`src/rtl/fb_arbiter.sv`:
```
// Frame-buffer arbiter: shares one single-port RAM between the display
// scan-out (fixed read slots every 2**SCALE_LOG2 pixels) and a small write
// FIFO fed by the image producer. Reads always win; writes drain in the gaps.
module fb_arbiter #(
  parameter int IMG_W      = 160,
  parameter int IMG_H      = 120,
  parameter int SCALE_LOG2 = 2,
  parameter int FIFO_DEPTH = 4
) (
  input  logic        clk_sys,
  input  logic        reset,
  input  logic        display_en,
  input  logic [9:0]  h_count,
  input  logic [9:0]  v_count,
  input  logic        wr_valid,
  input  logic [7:0]  wr_data,
  input  logic        wr_sof,
  output logic        wr_ready,
  output logic [14:0] mem_addr,
  output logic        mem_we,
  output logic [7:0]  mem_wdata,
  input  logic [7:0]  mem_rdata,
  output logic [7:0]  pix_data,
  output logic        pix_valid,
  output logic        img_done
);

  localparam int AW = 15;
  localparam int EW = AW + 8;
  localparam int PW = (FIFO_DEPTH > 1) ? $clog2(FIFO_DEPTH) : 1;
  localparam int CW = PW + 1;
  localparam logic [AW-1:0] LAST_ADDR = AW'(IMG_W * IMG_H - 1);
  localparam logic [AW-1:0] W_VEC     = AW'(IMG_W);
  localparam logic [CW-1:0] FULL_CNT  = CW'(FIFO_DEPTH);

  // row * IMG_W as a sum of shifted copies, one per set bit of the constant
  function automatic logic [AW-1:0] mul_w(input logic [AW-1:0] r);
    logic [AW-1:0] acc;
    acc = '0;
    for (int i = 0; i < AW; i++)
      if (W_VEC[i]) acc = acc + (r << i);
    return acc;
  endfunction

  // FIFO entry layout: {addr[14:0], data[7:0]}
  logic [EW-1:0]   fifo_q [FIFO_DEPTH];
  logic [PW-1:0]   wr_idx_q, wr_idx_d;
  logic [PW-1:0]   rd_idx_q, rd_idx_d;
  logic [CW-1:0]   count_q, count_d;
  logic [AW-1:0]   wptr_q, wptr_d;
  logic [1:0]      vld_pipe_q;
  logic            rd_vld_q;
  logic [7:0]      pix_q;
  logic            img_done_q;

  logic            read_slot;
  logic            fifo_empty;
  logic            push, pop;
  logic [EW-1:0]   head;
  logic [EW-1:0]   new_entry;
  logic [AW-1:0]   rd_addr;
  logic [AW-1:0]   row, col;

  // wr_ready looks only at the current count, so a pop this cycle does not
  // free a slot until the next one
  assign wr_ready = (count_q != FULL_CNT);

  // Slot decode, read address, and RAM port mux (read > write > idle)
  always_comb begin
    read_slot  = display_en && (h_count[SCALE_LOG2-1:0] == '0);
    fifo_empty = (count_q == '0);
    push       = !reset && wr_valid && wr_ready;
    pop        = !reset && !read_slot && !fifo_empty;
    head       = fifo_q[rd_idx_q];
    row        = AW'(v_count >> SCALE_LOG2);
    col        = AW'(h_count >> SCALE_LOG2);
    rd_addr    = mul_w(row) + col;
    new_entry  = {(wr_sof ? '0 : wptr_q), wr_data};
    mem_we     = 1'b0;
    mem_addr   = '0;
    mem_wdata  = '0;
    if (!reset) begin
      if (read_slot) begin
        mem_addr = rd_addr;
      end else if (!fifo_empty) begin
        mem_we    = 1'b1;
        mem_addr  = head[EW-1:8];
        mem_wdata = head[7:0];
      end
    end
  end

  // FIFO pointer/count and image write-pointer next state
  always_comb begin
    wr_idx_d = wr_idx_q;
    rd_idx_d = rd_idx_q;
    count_d  = count_q;
    wptr_d   = wptr_q;
    if (push) begin
      wr_idx_d = wr_idx_q + 1'b1;
      if (wr_sof)                 wptr_d = AW'(1);
      else if (wptr_q == LAST_ADDR) wptr_d = '0;
      else                        wptr_d = wptr_q + 1'b1;
    end
    if (pop) rd_idx_d = rd_idx_q + 1'b1;
    if (push && !pop)      count_d = count_q + 1'b1;
    else if (pop && !push) count_d = count_q - 1'b1;
  end

  // FIFO storage; contents need no reset since count gates every read
  always_ff @(posedge clk_sys) begin
    if (push) fifo_q[wr_idx_q] <= new_entry;
  end

  // Control state, display pipeline and end-of-image pulse
  always_ff @(posedge clk_sys) begin
    if (reset) begin
      wr_idx_q   <= '0;
      rd_idx_q   <= '0;
      count_q    <= '0;
      wptr_q     <= '0;
      vld_pipe_q <= '0;
      rd_vld_q   <= 1'b0;
      pix_q      <= '0;
      img_done_q <= 1'b0;
    end else begin
      wr_idx_q   <= wr_idx_d;
      rd_idx_q   <= rd_idx_d;
      count_q    <= count_d;
      wptr_q     <= wptr_d;
      vld_pipe_q <= {vld_pipe_q[0], display_en};
      rd_vld_q   <= read_slot;
      // RAM data for a read slot lands one cycle later; capture and hold it
      if (rd_vld_q) pix_q <= mem_rdata;
      img_done_q <= mem_we && (mem_addr == LAST_ADDR);
    end
  end

  assign pix_valid = vld_pipe_q[1];
  assign pix_data  = pix_valid ? pix_q : 8'h00;
  assign img_done  = img_done_q;

endmodule

```
`config.mk`:
```
export PLATFORM = sky130hd
export DESIGN_NAME = fb_arbiter
export DESIGN_NICKNAME = d
export VERILOG_FILES = /design/src/rtl/fb_arbiter.sv
export SDC_FILE = /design/constraint.sdc
export NUM_CORES = 1
export LEC_CHECK = 0
export ABC_CLOCK_PERIOD_IN_PS = 11600
export BUFFER_PORTS_ARGS = -buffer_cell sky130_fd_sc_hd__buf_2
export CAP_MARGIN = 10
export CORE_MARGIN = 2
export CORE_UTILIZATION = 40
export CTS_CLUSTER_SIZE = 30
export DETAILED_ROUTE_END_ITERATION = 8
export HOLD_SLACK_MARGIN = 0.06
export SYNTH_ARGS = -nofsm -noshare
export SYNTH_HDL_FRONTEND = slang
export SYNTH_SLANG_ARGS = --single-unit
export TNS_END_PERCENT = 5
```
`constraint.sdc`:
```
create_clock -name clk_sys -period 11.6 [get_ports clk_sys]
set_clock_uncertainty 0.2 [all_clocks]
set_input_delay 2.32 -clock clk_sys [delete_from_list [all_inputs] [get_ports clk_sys]]
set_output_delay 2.32 -clock clk_sys [all_outputs]
set_load 0.03 [all_outputs]
```
==> impl_metrics.tcl <==
set metrics [dict create \
    slowest_delay_ns 0.52 \
    crit_path_end_kind "output pin" \
    antenna_found_initial 0 \
    relSlewSlack 0.4453 \
    cpMaxStageDelayCell "fa_1" \
    drv_slew 0 \
    finalSetupViolCount 0 \
    critPathRequiredTime_ns 9.08 \
    post_drt_wl_per_cell_um 16.75 \
    synth_warnings 0 \
    grtUsageTotal 0.1610 \
    fin_crit_sh 0.6659 \
    rsz0062_at_grt "false" \
    core_area_sq_um 13990 \
    fin_crit_ns 7.725 \
    post-place-cells 667 \
    syn_inst 422 \
    final_nets 571 \
    ant_nets 0 \
    grt_max_degree 32 \
    dieHeight_um 124.3 \
    cts_buffer_depth 2 \
    min_path_type "flip-flop to flip-flop" \
    ctsResizeCount 0 \
    syn_area_sq_um 5786 \
    synth_top_cells_by_area "edfxtp_1 (48%), dfxtp_1 (12%), mux4_2 (9.0%)" \
    h-tree-depth 4 \
    fin_tns_setup_ns 0 \
    syn_area_per_cell_sq_um 13.71 \
    p_per_area_nw_per_um2 197.6 \
    clkTransAtPathRegs_ns 0.06 \
    start_util 0.4136 \
    clock_latency_ns 0.41 \
    port_buffers 73 \
    outcome "completed" \
    synth_common_cells "edfxtp_1 (92), nor2_1 (37), dfxtp_1 (36)" \
    drc 0 \
    worstSetupPathType "input pin to output pin" \
    routed_wl_um 11710 \
    pin_count 76 \
    clock-sinks 128 \
    area_delta_synth_final_pct 19.79 \
    first_global_vias 3774 \
    worstSetupStartpointType "input pin" \
    yosysMostFrequentCell "edfxtp_1" \
    dp_hpwl_um 7850 \
    core.rowCount 43 \
    cts_tree "done" \
    async_reset_ff_frac 0 \
    synth_seq_cells 128 \
    antenna_cells 0 \
    gr-total-overflow 0 \
    vias_per_cell 5.193 \
    cp_top_family "compound AO/OA/AOI/OAI gates" \
    drive_gt1_frac 0.2755 \
    fmax_mhz 129.5 \
    dieArea_sq_um 15440 \
    postCtsHoldBufs 0 \
    tightest_slew_ns 0.8303 \
    ir_drop_uv 97.03 \
    ys_seq_area_frac 0.6021 \
    synth_flop_cell "edfxtp_1" \
    p_total_mw 1.370 \
    vias 3630 \
    max_cap_viol_count 0 \
    synth_top_area_cell "edfxtp_1" \
    synth_edf_count 92 \
    crit_buf_inv 4 \
    path_max_fanout 3 \
    cts_root_buf "clkbuf_16" \
    cts_setup_buffers 0 \
    yosysUniqueCellTypes 52 \
    path_cells "buf_2 -> inv_1 -> fa_1 -> inv_1 -> fa_1 -> and3_1 -> o21ai_0 -> a21boi_0 -> o21a_1 -> o31ai_1 -> buf_2" \
    crit_arrival_ns 5.20 \
    die_w_um 124.3 \
    grt_pass1_wl_um 19430 \
    synth.top_cell.area_share 0.4775 \
    synth_fp_nets 487 \
    place.gp.congestion 0.8394 \
    drt_iter0_drc 275 \
    finalHoldViolCount 0 \
    firstDrtPassIters 5 \
    final_cells 699 \
    power_leakage_nw 2.620 \
    numCtsBuffers 17 \
]
==> state kept, by name, indices dropped and copies added (netlist names), named ones only <==
signal and count:
fifo_q 92, wr_idx_q 2, pix_q 8, wptr_q 15
count_q 3, rd_idx_q 2, vld_pipe_q 2, img_done 1
rd_vld_q 1
==> worst paths after layout <==
| kind | from | endpoint | slack (ns) | depth (start not counted) |
|---|---|---|---|---|
| max reg2reg | count_q[0] | count_q[2] | 8.72 | 10 |
| min reg2reg | vld_pipe_q[0] | vld_pipe_q[1] | 0.25 | 1 |
| max | h_count[9] | mem_addr[12] | 3.88 | 11 |
| min | vld_pipe_q[0] | vld_pipe_q[1] | 0.25 | 1 |
==> kinds of logic after synthesis <==
family	share of synthesized area
fa+ha+maj	0.05580
mux	0.1068
simple gates	0.1274
compound gates	0.06380
flops	0.6021
xor+xnor	0.02119
buf+inv	0.02292
==> report_power, final <==
group          switching [mW]  internal, mW  total [mW]
Combinational           0.199         0.135       0.334
Sequential             0.0134         0.520       0.533
Clock                   0.191         0.312       0.503
Total                   0.404         0.966        1.37
==> area by class of cell <==
type / instances / area [sq um]
Fill cell: 1234 / 7058
Sequential cell: 128 / 3483
Multi-Input combinational cell: 263 / 2170
Clock buffer: 19 / 464.2
Timing Repair Buffer: 80 / 417.9
Tap cell: 180 / 225.2
Clock inverter: 13 / 105.1
Inverter: 16 / 65.06
==> through the flow <==
step / hold slack [ns] / area (sq um) / setup WS, ns / util
after floorplan: 0.2138 / 5786 / 4.134 / -
after CTS: 0.2571 / 6930 / 3.945 / 0.4954
after detailed placement: 0.2307 / 6361 / 3.947 / 0.4547
final: 0.2535 / 6930 / 3.875 / 0.4954
after global placement: 0.2223 / 6361 / 4.008 / 0.4547
after global routing: 0.2737 / 6930 / 3.736 / 0.4954
==> cell usage in the layout (no fill, tap or decap), drive strengths merged, types with 6 or more instances in the layout <==
cell type	instances
mux2i	10
nand3	6
inv	20
nor2	37
clkbuf	19
nor3	9
nand2	19
a21oi	13
nand4	7
dfxtp	36
xor2	10
buf	80
ha	21
clkinv	7
mux4	23
and2	22
nor2b	16
a22o	8
edfxtp	92
o21ai	12
==> routing by layer <==
metal	GRT usage	share of wire	wire length [um]
met4	0.07072	0.015	180
met3	0.04381	0.063	737
met5	0	0	0
met2	0.2517	0.47	5544
met1	0.2112	0.45	5244
Power figures use the tool's default switching activity.
